File: src/rtl/thcattus_uart_rx.sv
// UART receiver that packs DATA_WIDTH bytes (first byte in the low lane) into one AXI-Stream beat.
// Frame: 1 start bit, 8 data bits LSB first, 1 stop bit; reception never waits on axis_tready.
`timescale 1ns/1ps
module thcattus_uart_rx #(
    parameter int unsigned DATA_WIDTH = 4,
    parameter int unsigned CLOCK_FREQ = 50_000_000,
    parameter int unsigned BAUD_RATE  = 115200
) (
    input  logic                    axis_aclk,
    input  logic                    axis_arestn,
    input  logic                    uart_rx,
    output logic                    axis_tvalid,
    input  logic                    axis_tready,
    output logic [DATA_WIDTH*8-1:0] axis_tdata,
    output logic                    frame_err,
    output logic                    overrun
);

    localparam int unsigned CyclePerBaud = CLOCK_FREQ / BAUD_RATE;
    localparam logic [31:0] BaudLast     = 32'(CyclePerBaud - 1);
    localparam logic [31:0] HalfLast     = 32'(CyclePerBaud / 2 - 1);
    localparam logic [7:0]  LastByte     = 8'(DATA_WIDTH - 1);

    typedef enum logic [2:0] {
        StIdle,
        StStart,
        StData,
        StStop,
        StBreak
    } state_e;

    state_e                  r_state, w_state_nxt;
    logic                    r_rx_meta, r_rx_s;
    logic [31:0]             r_baud_cnt, w_baud_nxt;
    logic [2:0]              r_bit_idx, w_bit_nxt;
    logic [7:0]              r_shift, w_shift_nxt;
    logic [7:0]              r_byte_cnt, w_byte_cnt_nxt;
    logic [DATA_WIDTH*8-1:0] r_word, w_word_nxt;
    logic [DATA_WIDTH*8-1:0] r_tdata;
    logic                    r_tvalid, r_frame_err, r_overrun;
    logic                    w_byte_ok, w_frame_err, w_word_done;

    always_ff @(posedge axis_aclk or negedge axis_arestn) begin
        if (!axis_arestn) begin
            r_rx_meta <= 1'b1;
            r_rx_s    <= 1'b1;
        end else begin
            r_rx_meta <= uart_rx;
            r_rx_s    <= r_rx_meta;
        end
    end

    always_comb begin
        w_state_nxt    = r_state;
        w_baud_nxt     = r_baud_cnt;
        w_bit_nxt      = r_bit_idx;
        w_shift_nxt    = r_shift;
        w_byte_cnt_nxt = r_byte_cnt;
        w_byte_ok      = 1'b0;
        w_frame_err    = 1'b0;
        unique case (r_state)
            StIdle: begin
                if (!r_rx_s) begin
                    w_state_nxt = StStart;
                    w_baud_nxt  = '0;
                end
            end
            StStart: begin
                if (r_baud_cnt == HalfLast) begin
                    // A start bit that has vanished by mid-bit is a glitch.
                    w_state_nxt = r_rx_s ? StIdle : StData;
                    w_baud_nxt  = '0;
                    w_bit_nxt   = '0;
                end else begin
                    w_baud_nxt = r_baud_cnt + 32'd1;
                end
            end
            StData: begin
                if (r_baud_cnt == BaudLast) begin
                    w_baud_nxt  = '0;
                    w_shift_nxt = {r_rx_s, r_shift[7:1]};
                    w_bit_nxt   = r_bit_idx + 3'd1;
                    if (r_bit_idx == 3'd7) begin
                        w_state_nxt = StStop;
                    end
                end else begin
                    w_baud_nxt = r_baud_cnt + 32'd1;
                end
            end
            StStop: begin
                if (r_baud_cnt == BaudLast) begin
                    w_baud_nxt = '0;
                    if (r_rx_s) begin
                        w_byte_ok      = 1'b1;
                        w_state_nxt    = StIdle;
                        w_byte_cnt_nxt = (r_byte_cnt == LastByte) ? 8'd0 : r_byte_cnt + 8'd1;
                    end else begin
                        w_frame_err    = 1'b1;
                        w_byte_cnt_nxt = 8'd0;
                        w_state_nxt    = StBreak;
                    end
                end else begin
                    w_baud_nxt = r_baud_cnt + 32'd1;
                end
            end
            StBreak: begin
                if (r_rx_s) begin
                    w_state_nxt = StIdle;
                end
            end
            default: w_state_nxt = StIdle;
        endcase
    end

    always_comb begin
        w_word_nxt = r_word;
        if (w_byte_ok) begin
            for (int i = 0; i < int'(DATA_WIDTH); i++) begin
                if (r_byte_cnt == 8'(i)) begin
                    w_word_nxt[i*8 +: 8] = r_shift;
                end
            end
        end
    end

    assign w_word_done = w_byte_ok && (r_byte_cnt == LastByte);

    always_ff @(posedge axis_aclk or negedge axis_arestn) begin
        if (!axis_arestn) begin
            r_state    <= StIdle;
            r_baud_cnt <= '0;
            r_bit_idx  <= '0;
            r_shift    <= '0;
            r_byte_cnt <= '0;
            r_word     <= '0;
        end else begin
            r_state    <= w_state_nxt;
            r_baud_cnt <= w_baud_nxt;
            r_bit_idx  <= w_bit_nxt;
            r_shift    <= w_shift_nxt;
            r_byte_cnt <= w_byte_cnt_nxt;
            r_word     <= w_word_nxt;
        end
    end

    always_ff @(posedge axis_aclk or negedge axis_arestn) begin
        if (!axis_arestn) begin
            r_tdata     <= '0;
            r_tvalid    <= 1'b0;
            r_frame_err <= 1'b0;
            r_overrun   <= 1'b0;
        end else begin
            r_frame_err <= w_frame_err;
            r_overrun   <= 1'b0;
            if (w_word_done) begin
                // The output slot is free if empty or being drained this cycle.
                if (!r_tvalid || axis_tready) begin
                    r_tdata  <= w_word_nxt;
                    r_tvalid <= 1'b1;
                end else begin
                    r_overrun <= 1'b1;
                end
            end else if (r_tvalid && axis_tready) begin
                r_tvalid <= 1'b0;
            end
        end
    end

    assign axis_tvalid = r_tvalid;
    assign axis_tdata  = r_tdata;
    assign frame_err   = r_frame_err;
    assign overrun     = r_overrun;

endmodule

File: config.mk
export PLATFORM = sky130hd
export DESIGN_NAME = thcattus_uart_rx
export DESIGN_NICKNAME = d
export VERILOG_FILES = /design/src/rtl/thcattus_uart_rx.sv
export SDC_FILE = /design/constraint.sdc
export NUM_CORES = 1
export LEC_CHECK = 0
export BUFFER_PORTS_ARGS = -buffer_cell sky130_fd_sc_hd__buf_2
export CORE_ASPECT_RATIO = 1.25
export CORE_MARGIN = 2
export CORE_UTILIZATION = 55
export CTS_BUF_LIST = sky130_fd_sc_hd__clkbuf_4 sky130_fd_sc_hd__clkbuf_8
export DETAILED_ROUTE_END_ITERATION = 16
export MAX_ROUTING_LAYER = met4
export PLACE_DENSITY = 0.74
export SLEW_MARGIN = 20
export SYNTH_ARGS = -nofsm -noshare
export SYNTH_HDL_FRONTEND = slang
export SYNTH_SLANG_ARGS = --single-unit
File: constraint.sdc
create_clock -name axis_aclk -period 3.1 [get_ports axis_aclk]
set_input_delay 0.62 -clock axis_aclk [delete_from_list [all_inputs] [get_ports axis_aclk]]
set_output_delay 0.62 -clock axis_aclk [all_outputs]
set_load 0.03 [all_outputs]
## Word-level counts from Yosys, hierarchy flattened

Index checks and enable logic that the tools add are counted.

- Add/subtract/negate cells: 3
- Equality and inequality tests: 17
- Muxes and demuxes: 34
- Reductions and logical operators: 17

Operator list:

| operator | count |
|---|---|
| two-way mux 32 bit | 4 |
| one-hot mux 32 bit (3 select lines) | 1 |
| two-way mux 8 bit | 6 |
| adder 32 x 1 -> 32 bit, second input constant | 1 |
| equality test 32 x 8 -> 1 bit, second input constant | 1 |
| equality test 32 x 9 -> 1 bit, second input constant | 1 |
| two-way mux 3 bit | 9 |
| equality test 8 x 2 -> 1 bit, second input constant | 2 |
| one-hot mux 3 bit (5 select lines) | 1 |
| inequality test 2 bit, second input constant | 6 |
| two-way mux 1 bit | 11 |
| AND reduction 2 bit | 5 |
| adder 8 x 1 -> 8 bit, second input constant | 1 |
| equality test 8 x 1 -> 1 bit, second input constant | 1 |
| logical NOT 8 bit | 1 |
| equality test 3 x 2 -> 1 bit, second input constant | 2 |
| equality test 3 bit, second input constant | 2 |
| one-hot mux 3 bit (2 select lines) | 1 |
| AND reduction 6 bit | 1 |
| nonzero test 2 bit | 2 |
| adder 3 x 1 -> 3 bit, second input constant | 1 |
| equality test 3 x 1 -> 1 bit, second input constant | 1 |
| logical NOT 3 bit | 1 |
| AND reduction 3 bit | 1 |
| other kinds (7) | 8 |

- Bits in registers: 123
- Logic and storage cells: 83

## Logic depth before layout (Yosys ltp)

Gate-level depths: netlist of the first run.

- Word-level depth: 6
- Depth in mapped cells: 10
- Depth with buffers taken out: 8

## Least setup slack after synthesis of the first run

OpenSTA, ideal clock, no wires.

- Kind: register to register
- Start: register r_baud_cnt[1]
- End: register r_word[0]
- Setup time: 125 ps
- Arrival: 2272 ps
- Slack: 702 ps
- Cell stages (with the launch flop): 11
- Path buffers: 2
- Cell sequence: dfrtp_1 inv_1 ha_1 nand4b_1 or4_4 nor3_4 and4_1 buf_4 and3_4 buf_8 mux2_4

- Cells in the longest elaborated chain, start to end: 4

Ends and longest elaborated chain:

| item | line | text |
|---|---|---|
| start, declared | 34 | `logic [31:0] r_baud_cnt, w_baud_nxt;` |
| start signal, assigned | 138 | `r_baud_cnt <= w_baud_nxt;` |
| equality test 32 x 9 -> 1 bit | 91 | `if (r_baud_cnt == BaudLast) begin` |
| two-way mux 1 bit | 91 |  |
| two-way mux 1 bit | 61 | `unique case (r_state)` |
| two-way mux 32 bit | 117 | `if (w_byte_ok) begin` |
| net w_word_nxt[0] | 38 | `logic [DATA_WIDTH*8-1:0] r_word, w_word_nxt;` |
| end signal, assigned | 142 | `r_word <= w_word_nxt;` |
| end, declared | 38 |  |

The timed path passes the listed nets, and every way through them passes these cells.
A chain may end at the register's enable or synchronous reset.

## Final worst setup path of the first run

- Start: register r_baud_cnt[12]
- End: register r_word[1]

Same word-level chain as after synthesis.

==> results of run 1 <==
Yosys cell counts (all sizes together) (10+ instances only):
cell type | number | area [um2]
a22o | 12 | 105.1
a31oi | 10 | 62.56
buf | 21 | 145.1
clkbuf | 13 | 48.80
dfrtp | 113 | 2828
inv | 12 | 45.04
mux2 | 41 | 559.3
mux2i | 27 | 270.3
nand2 | 62 | 232.7
nand3 | 29 | 145.1
nand4 | 12 | 75.07
nor2 | 24 | 90.09
nor3 | 12 | 82.58
nor4 | 10 | 68.81
o21ai | 40 | 200.2
o31ai | 10 | 75.07
per-layer routing:
layer	vias to the layer above	part of all wire, %	track usage, %
li1	1968	-	-
met1	2038	43	28.14
met2	99	51	38.47
met3	22	4.1	5.545
met4	0	1.8	9.239
met5	-	0	-
worst max-delay path: cells and delay by family, from the launching register on:
kind	cells	cell delay [ns]
multiplexers	1	0.32
flip-flops	1	0.46
AND/OR/NAND/NOR	5	1.97
logic make-up after synthesis:
group                      share of synthesized area, %
xor gates and xnor gates                         0.7642
DFF                                               50.25
adders and majority gates                         1.965
and+or+nand+nor                                   16.94
muxes                                             14.47
AOI/OAI and AO/OA                                 11.44
buffers and inverters                             4.169
final cells by class:
class	instances	area (um2)
Multi-Input combinational cell	364	2613
Clock inverter	15	170.2
Clock buffer	17	234.0
Inverter	12	45.04
Sequential cell	115	2880
Timing Repair Buffer	48	280.3
Tap cell	129	161.4
Fill cell	804	3722
power by group:
| part | total (uW) | leakage [uW] | internal (uW) | switching (uW) |
|---|---|---|---|---|
| Combinational | 34.2 | 0.00123 | 5.42 | 28.8 |
| Clock | 1420 | 0.000195 | 735 | 687 |
| Sequential | 1500 | 0.00159 | 1500 | 2.33 |
| Total | 2960 | 0.00301 | 2240 | 718 |
state kept, by name (all words and copies together), names as in the netlist, 3 cells and up:
| register | cells |
|---|---|
| axis_tdata | 32 |
| r_baud_cnt | 32 |
| r_bit_idx | 3 |
| r_byte_cnt | 8 |
| r_shift | 8 |
| r_state | 3 |
| r_word | 24 |
metrics by stage:
step                setup WS [ns]  std cells  cell area [um2]
floorplan                  0.7025        525             5732
global placement           0.3798        668             5979
detailed placement         0.3008        668             5979
CTS                        0.2589        700             6384
global route              0.02175        700             6384
finish                     0.2284        700             6384
final timing paths:
path / cells after the start / slack [ns] / end / from
worst max-delay path: 6 / 0.23 / r_word[1]$_DFF_PN0_ / r_baud_cnt[12]$_DFFE_PN0P_
worst min-delay path: 1 / 0.27 / r_byte_cnt[2]$_DFFE_PN0P_ / axis_arestn
worst max register to register: 6 / 0.23 / r_word[1]$_DFF_PN0_ / r_baud_cnt[12]$_DFFE_PN0P_
worst min register to register: 0 / 0.36 / r_rx_s$_DFF_PN1_ / r_rx_meta$_DFF_PN1_
max in group asynchronous: 2 / 2.12 / axis_tdata[26]$_DFFE_PN0P_ / axis_arestn
min in group axis_aclk: 1 / 0.28 / r_rx_meta$_DFF_PN1_ / uart_rx
==> qor.csv, run 1 <==
stage;metric;value;unit
timing;fin crit share;92.63;%
critical_path;Setup Crit Path Kind;reg -> reg;
drt;Pre-Repair DR Iteration Count;5;
synth;Post-synth top flop;dfrtp_1;
timing;fin crit period;2.872;ns
timing;fin. max-slew vios;0;
cts;Max Root-Sink Buffers;2;
pwr;Tot Pwr;2960;uW
synth;Mapped Area;0.005732;mm2
synth;Syn Inst Count;525;
global_routing;first-pass GRT wire length;20240;um
die;Die Ht;118.1;um
drt;initial DRC count;226;
synth;YS warnings;0;
cts;# hold bufs at CTS;0;
die;Initial Util;56.72;%
cells_and_area;Area Growth Syn to Fin;11.37;%
die;core area;0.01011;mm2
timing;fmax;348.2;MHz
drt;routed len/inst;16.85;um
critical_path;Req. time, crit path;3.42;ns
cts;CTS Sinks;115;
place;Placer Congestion;0.8612;
die;# rows;41;
global_routing;pin count of the biggest net entering global routing;64;
place;DP HPWL;7816;um
drt;vias;4127;
critical_path;startpoint type of the worst setup path;register;
drt;Post-DRT Antenna Nets;0;
critical_path;crit path max-delay cell type;and4_1;
critical_path;crit end category;register;
hold_path;worst min path class;in -> async;
drt;drt via density;5.896;
job;max-cap violations;0;
timing;worst-margin pin slew;0.8187;ns
pwr;P per Cell Area;463.7;mW/mm2
cts;worst-skew pair later-pin latency;0.44;ns
place;Port Buf Inserts;38;
drt;total wire length;11800;um
die;DIE AREA;0.01126;mm2
die;io pins;39;
cells_and_area;most common cell after layout, fill and taps aside;dfrtp_1;
critical_path;crit path DAT;3.19;ns
die;chip width;95.31;um
cts;Reg clk slew, reported paths;0.08;ns
synth;Async SR Flop Fraction;100.0;%
global_routing;vias in the first global route;4098;
pwr;leakage;0.003007;uW
global_routing;GRT Resource Usage Total;23.63;%
cells_and_area;nets;571;
global_routing;initial antenna violation count;0;
cells_and_area;most frequent cells in the layout;dfrtp_1, nand2_1, buf_2, o21ai_1, nand3_1;
synth;syn avg cell area;10.92;um2
cts;Resized cells post-CTS;0;
timing;unrepaired setup endpoints after global routing;no;
run_status;run status;complete, no violations;
cts;post-CTS setup buffers;0;
drt;DRC viols;0;
cells_and_area;ANT cells;0;
critical_path;CP peak stage delay;0.47;ns
synth;EDFF count, synth;0;
timing;Slew HR;45.42;%
timing;Fin. Hold Viols;0;
cts;htree depth;4;
synth;post-synth cell types;54;
timing;# setup viols final;0;
synth;post-synthesis net count;538;
cells_and_area;proportion of layout cells with a drive suffix above 1;23.12;%
synth;Synth Register Bits;115;
timing;setup_tns;0;ns
critical_path;crit-path cells;nor4_1, nand4_1, nor3_4, and4_1, and3_4, mux2_4;
cts;root buf cell;clkbuf_8;
cells_and_area;final core occ;63.17;%
cts;CTS tree;yes;
timing;Hold Slack;0.2659;ns
cts;Inserted Clock Buffers;17;
timing;clk_skew;0.01197;ns
critical_path;crit path max fanout;9;
global_routing;grt ovf;0;
pwr;Worst VDD drop;0.0002382;V
synth;sequential area share after synthesis;50.25;%
Note: power is estimated with default switching activity, not from simulation.
==> run 2: changes to the inputs <==
Clock period 3.1 ns to 3 ns, I/O delays scaled along.
==> qor.csv, run 2 (synthesis gave the netlist of run 1 again) <==
stage;metric;value;unit;change
timing;Fin. Hold Viols;0;;unchanged
cells_and_area;most common cell after layout, fill and taps aside;dfrtp_1;;
cells_and_area;nets;572;;+0.18%
cells_and_area;most frequent cells in the layout;dfrtp_1, nand2_1, buf_2, o21ai_1, nand3_1;;
place;Port Buf Inserts;38;;unchanged
timing;Slew HR;49.50;%;+4.1 points
global_routing;pin count of the biggest net entering global routing;70;;+9.4%
global_routing;grt ovf;0;;unchanged
critical_path;CP Launch Point;r_baud_cnt[12]$_DFFE_PN0P_;;
pwr;P per Cell Area;490.5;mW/mm2;+5.8%
critical_path;Worst R2R Start;r_baud_cnt[12]$_DFFE_PN0P_;;
place;DP HPWL;7931;um;+1.5%
cells_and_area;ANT cells;0;;unchanged
die;Die Ht;118.1;um;unchanged
drt;routed len/inst;17.03;um;+1.0%
critical_path;crit end category;register;;
timing;# setup viols final;0;;unchanged
pwr;leakage;0.003031;uW;+0.80%
timing;fmax;362.0;MHz;+3.9%
global_routing;vias in the first global route;4169;;+1.7%
timing;clk_skew;0.01214;ns;+0.0001739 ns
drt;vias;4140;;+0.31%
critical_path;Req. time, crit path;3.32;ns;-0.10 ns
pwr;Tot Pwr;3148;uW;+6.4%
job;max-cap violations;0;;unchanged
cts;worst-skew pair later-pin latency;0.44;ns;about the same
drt;initial DRC count;295;;+31%
die;chip width;95.31;um;unchanged
drt;Pre-Repair DR Iteration Count;5;;unchanged
global_routing;initial antenna violation count;0;;unchanged
cts;CTS Sinks;115;;unchanged
global_routing;GRT Resource Usage Total;23.86;%;+0.23 points
timing;worst-margin pin slew;0.7576;ns;-0.06115 ns
critical_path;Setup Crit Path Kind;reg -> reg;;
cells_and_area;proportion of layout cells with a drive suffix above 1;23.43;%;+0.31 points
timing;fin crit share;92.09;%;-0.54 points
drt;Post-DRT Antenna Nets;0;;unchanged
die;DIE AREA;0.01126;mm2;unchanged
cts;Max Root-Sink Buffers;2;;unchanged
global_routing;first-pass GRT wire length;20590;um;+1.7%
cts;Inserted Clock Buffers;17;;unchanged
place;Placer Congestion;0.8719;;+1.2%
critical_path;crit path DAT;3.08;ns;-0.11 ns
drt;total wire length;11940;um;+1.2%
timing;setup_tns;0;ns;unchanged
cts;root buf cell;clkbuf_8;;
cts;htree depth;4;;unchanged
die;Initial Util;56.72;%;unchanged
cells_and_area;Area Growth Syn to Fin;11.98;%;
die;# rows;41;;unchanged
critical_path;startpoint type of the worst setup path;register;;
cts;post-CTS setup buffers;0;;unchanged
timing;fin. max-slew vios;0;;unchanged
cts;Reg clk slew, reported paths;0.07;ns;about the same
pwr;Worst VDD drop;0.0002978;V;+25%
critical_path;crit path max fanout;10;;+1
drt;DRC viols;0;;unchanged
timing;fin crit period;2.763;ns;-0.1089 ns
die;io pins;39;;unchanged
run_status;run status;complete, no violations;;
drt;drt via density;5.906;;+0.17%
hold_path;worst min path class;in -> async;;
timing;unrepaired setup endpoints after global routing;no;;
cts;CTS tree;yes;;
die;core area;0.01011;mm2;unchanged
## run 2: cell count changes in the layout (fill, tap and decap cells not counted)
cell        delta
and4_1         -1
and4_2         +1
inv_8          +1
buf_4          +1
inv_6          -2
clkinv_4       +2
clkinvlp_4     -2
bufinv_16      +1
## run 2: metal layers
metal | part of all wire (%) | GRT usage (%) | vias up | routed length, um
li1 | - | - | 1988 | -
met1 | 43 | 29.67 | 2041 | 5142
met2 | 52 | 38.12 | 91 | 6164
met3 | 3.6 | 5.163 | 20 | 426
met4 | 1.7 | 8.696 | 0 | 205
met5 | 0 | - | - | 0
## run 2: timing repair
action / in CTS / in global routing
gates resized for setup: 0 / 1
endpoints found under the setup margin: 0 / 24
hold buffers: 0 / 0
## run 2: per-stage QoR
step,util (%),area (um2),instances,hold WS (ns),setup WS (ns)
2_1_floorplan,-,5732,525,0.3044,0.6025
3_3_place_gp,59.24,5987,669,0.3465,0.2021
3_5_place_dp,59.24,5987,669,0.3479,0.1975
4_1_cts,63.50,6417,701,0.1712,0.1742
5_1_grt,63.51,6419,701,0.2025,0.05619
6_report,63.51,6419,701,0.1760,0.2373
## run 2: worst paths after layout
kind	end	slack, ns	depth (start not counted)
worst max-delay path	r_baud_cnt[8]$_DFFE_PN0P_	0.24	7
worst min-delay path	axis_tdata[10]$_DFFE_PN0P_	0.18	1
worst max register to register	r_baud_cnt[8]$_DFFE_PN0P_	0.24	7
worst min register to register	r_rx_s$_DFF_PN1_	0.36	0
max in group asynchronous	r_baud_cnt[30]$_DFFE_PN0P_	2.04	2
min in group axis_aclk	r_rx_meta$_DFF_PN1_	0.26	1
## run 2: critical path, stage by stage, from the launching register on
cell and delay (ns):
dfrtp_1 0.46, nor4_1 0.44, nand4_1 0.33, or3_1 0.49, a21boi_2 0.35, buf_4 0.26, o21ai_1 0.09, a22o_1 0.23
## run 2: power by group
group	internal [uW]	switching, uW
Combinational	4.78	30.5
Sequential	1550	2.47
Clock	847	712
## run 2: layout make-up
cell class                      count  area, um2
Inverter                           12      45.04
Clock inverter                     15      196.4
Fill cell                         777       3687
Sequential cell                   115       2880
Tap cell                          129      161.4
Timing Repair Buffer               49      287.8
Clock buffer                       17      234.0
Multi-Input combinational cell    364       2614
==> run 3: changes to the inputs <==
Settings changed: CTS_BUF_LIST sky130_fd_sc_hd__clkbuf_4 sky130_fd_sc_hd__clkbuf_8 to default, HOLD_SLACK_MARGIN from default to 0.06, SKIP_CTS_REPAIR_TIMING from default to 1.
==> qor.csv, run 3 (synthesis gave the netlist of run 1 again) <==
stage;metric;value;unit;change
place;Placed Area;0.005987;mm2;unchanged
timing;# setup viols final;0;;unchanged
timing;Hold Slack;0.1948;ns;+0.01877 ns
timing;clk_skew;0.009443;ns;-0.002702 ns
global_routing;first-pass GRT wire length;20890;um;+1.5%
pwr;leakage;0.003120;uW;+2.9%
hold_path;worst min path class;in -> async;;
cts;Reg clk slew, reported paths;0.06;ns;about the same
timing;Slew HR;49.83;%;+0.34 points
cts;Inserted Clock Buffers;17;;unchanged
cts;CTS tree;yes;;
die;Die Ht;118.1;um;unchanged
cts;htree depth;4;;unchanged
pwr;P per Cell Area;560.6;mW/mm2;+14%
critical_path;startpoint type of the worst setup path;register;;
critical_path;Worst R2R Start;r_baud_cnt[12]$_DFFE_PN0P_;;
critical_path;Setup Crit Path Kind;reg -> reg;;
timing;fin crit share;91.98;%;-0.11 points
die;core area;0.01011;mm2;unchanged
die;# rows;41;;unchanged
critical_path;Req. time, crit path;3.30;ns;-0.02 ns
cells_and_area;most common cell after layout, fill and taps aside;dfrtp_1;;
cells_and_area;register area;0.002880;mm2;unchanged
job;max-cap violations;0;;unchanged
timing;fmax;362.4;MHz;+0.12%
run_status;run status;complete, no violations;;
die;io pins;39;;unchanged
place;DP HPWL;7931;um;unchanged
cells_and_area;nets;572;;unchanged
critical_path;crit path max-delay cell type;dfrtp_1;;
global_routing;pin count of the biggest net entering global routing;70;;unchanged
global_routing;vias in the first global route;4194;;+0.60%
timing;fin crit period;2.759;ns;-0.003333 ns
global_routing;GRT Resource Usage Total;24.40;%;+0.53 points
die;DIE AREA;0.01126;mm2;unchanged
cells_and_area;area of the multi-input gates;0.002619;mm2;+0.19%
cells_and_area;FILL cells;748;;-3.7%
cells_and_area;final instance area;0.006615;mm2;+3.1%
critical_path;Top delay family on crit path;simple AND/OR/NAND/NOR gates;;
global_routing;initial antenna violation count;0;;unchanged
place;Placer Congestion;0.8719;;unchanged
critical_path;Reg2Reg Capture Point;r_word[2]$_DFF_PN0_;;
global_routing;grt ovf;0;;unchanged
die;chip width;95.31;um;unchanged
cells_and_area;ANT cells;0;;unchanged
cells_and_area;most frequent cells in the layout;dfrtp_1, nand2_1, buf_2, o21ai_1, nand3_1;;
critical_path;crit path DAT;3.06;ns;-0.02 ns
timing;worst-margin pin slew;0.7525;ns;-0.005061 ns
timing;setup_tns;0;ns;unchanged
timing;unrepaired setup endpoints after global routing;no;;
cells_and_area;Area Growth Syn to Fin;15.41;%;
timing;Fin. Hold Viols;0;;unchanged
cts;worst-skew pair later-pin latency;0.42;ns;-0.02 ns
critical_path;crit-path cells;nor4_2, nand4_1, nor3_4, and4_1, and3_4, mux2_4;;
drt;drt via density;5.964;;+0.99%
drt;Post-DRT Antenna Nets;0;;unchanged
cells_and_area;proportion of layout cells with a drive suffix above 1;23.43;%;unchanged
drt;routed len/inst;17.49;um;+2.7%
critical_path;R2R setup slack;0.24;ns;about the same
critical_path;crit path max fanout;9;;-1
drt;vias;4181;;+0.99%
drt;initial DRC count;283;;-4.1%
cts;Max Root-Sink Buffers;2;;unchanged
die;Initial Util;56.72;%;unchanged
critical_path;crit end category;register;;
pwr;Worst VDD drop;0.0004043;V;+36%
drt;DRC viols;0;;unchanged
cts;root buf cell;clkbuf_16;;
place;Port Buf Inserts;38;;unchanged
critical_path;R2R depth;6;;-1
timing;fin. max-slew vios;0;;unchanged
drt;total wire length;12260;um;+2.7%
critical_path;CP bufs+invs;0;;-1
cts;CTS Sinks;115;;unchanged
critical_path;CP peak stage delay;0.46;ns;-0.03 ns
drt;Pre-Repair DR Iteration Count;5;;unchanged
[run 3: changes by cell type in the layout (fill, tap and decap cells not counted)]
| cell | delta |
|---|---|
| clkbuf_16 | +17 |
| clkbuf_8 | -17 |
| and4_1 | +1 |
| and4_2 | -1 |
| nor4_1 | -1 |
| nor4_2 | +1 |
[run 3: per-stage QoR]
stage / total power, uW / std cells / util (%) / worst slack [ns]
6_report: 3709 / 701 / 65.46 / 0.2406
5_1_grt: 3831 / 701 / 65.46 / 0.07610
4_1_cts: 3741 / 701 / 65.40 / 0.1795
3_5_place_dp: 1622 / 669 / 59.24 / 0.1975
3_3_place_gp: 1621 / 669 / 59.24 / 0.2021
2_1_floorplan: 1585 / 525 / - / 0.6025
[run 3: cell type report]
cell class | count | share of cell area [%]
sequential | 115 | 43.54
timing repair buffer | 49 | 4.350
tap | 129 | 2.440
clock buffer | 17 | 6.431
multi-input combinational | 364 | 39.59
inverter | 12 | 0.6809
clock inverter | 15 | 2.970
[run 3: worst reg2reg max path: stages (launching register included)]
cell and delay (ns):
dfrtp_1 0.46, nor4_2 0.40, nand4_1 0.31, nor3_4 0.37
and4_1 0.44, and3_4 0.35, mux2_4 0.32
[run 3: power by group]
group / leakage, uW / total (uW) / internal, uW / switching, uW
logic: 0.00123 / 35.4 / 4.78 / 30.6
registers: 0.00159 / 1560 / 1550 / 2.41
clock network: 0.000302 / 2120 / 1330 / 786
[run 3: routing by layer]
| layer | routed length [um] | GRT usage (%) |
|---|---|---|
| met1 | 5156 | 29.50 |
| met3 | 557 | 5.545 |
| met2 | 6302 | 39.48 |
| met5 | 0 | - |
| met4 | 246 | 9.239 |
[run 3: how the worst max path moves through the flow]
stage / from / to / slack, ns / cells after the start
floorplan: r_baud_cnt[1]$_DFFE_PN0P_ / r_word[0]$_DFF_PN0_ / 0.60 / 10
global placement: r_baud_cnt[12]$_DFFE_PN0P_ / r_word[2]$_DFF_PN0_ / 0.20 / 6
detailed placement: r_baud_cnt[12]$_DFFE_PN0P_ / r_word[1]$_DFF_PN0_ / 0.20 / 6
CTS: r_baud_cnt[12]$_DFFE_PN0P_ / r_word[11]$_DFF_PN0_ / 0.18 / 6
global route: r_baud_cnt[12]$_DFFE_PN0P_ / r_word[0]$_DFF_PN0_ / 0.08 / 6
finish: r_baud_cnt[12]$_DFFE_PN0P_ / r_word[2]$_DFF_PN0_ / 0.24 / 6
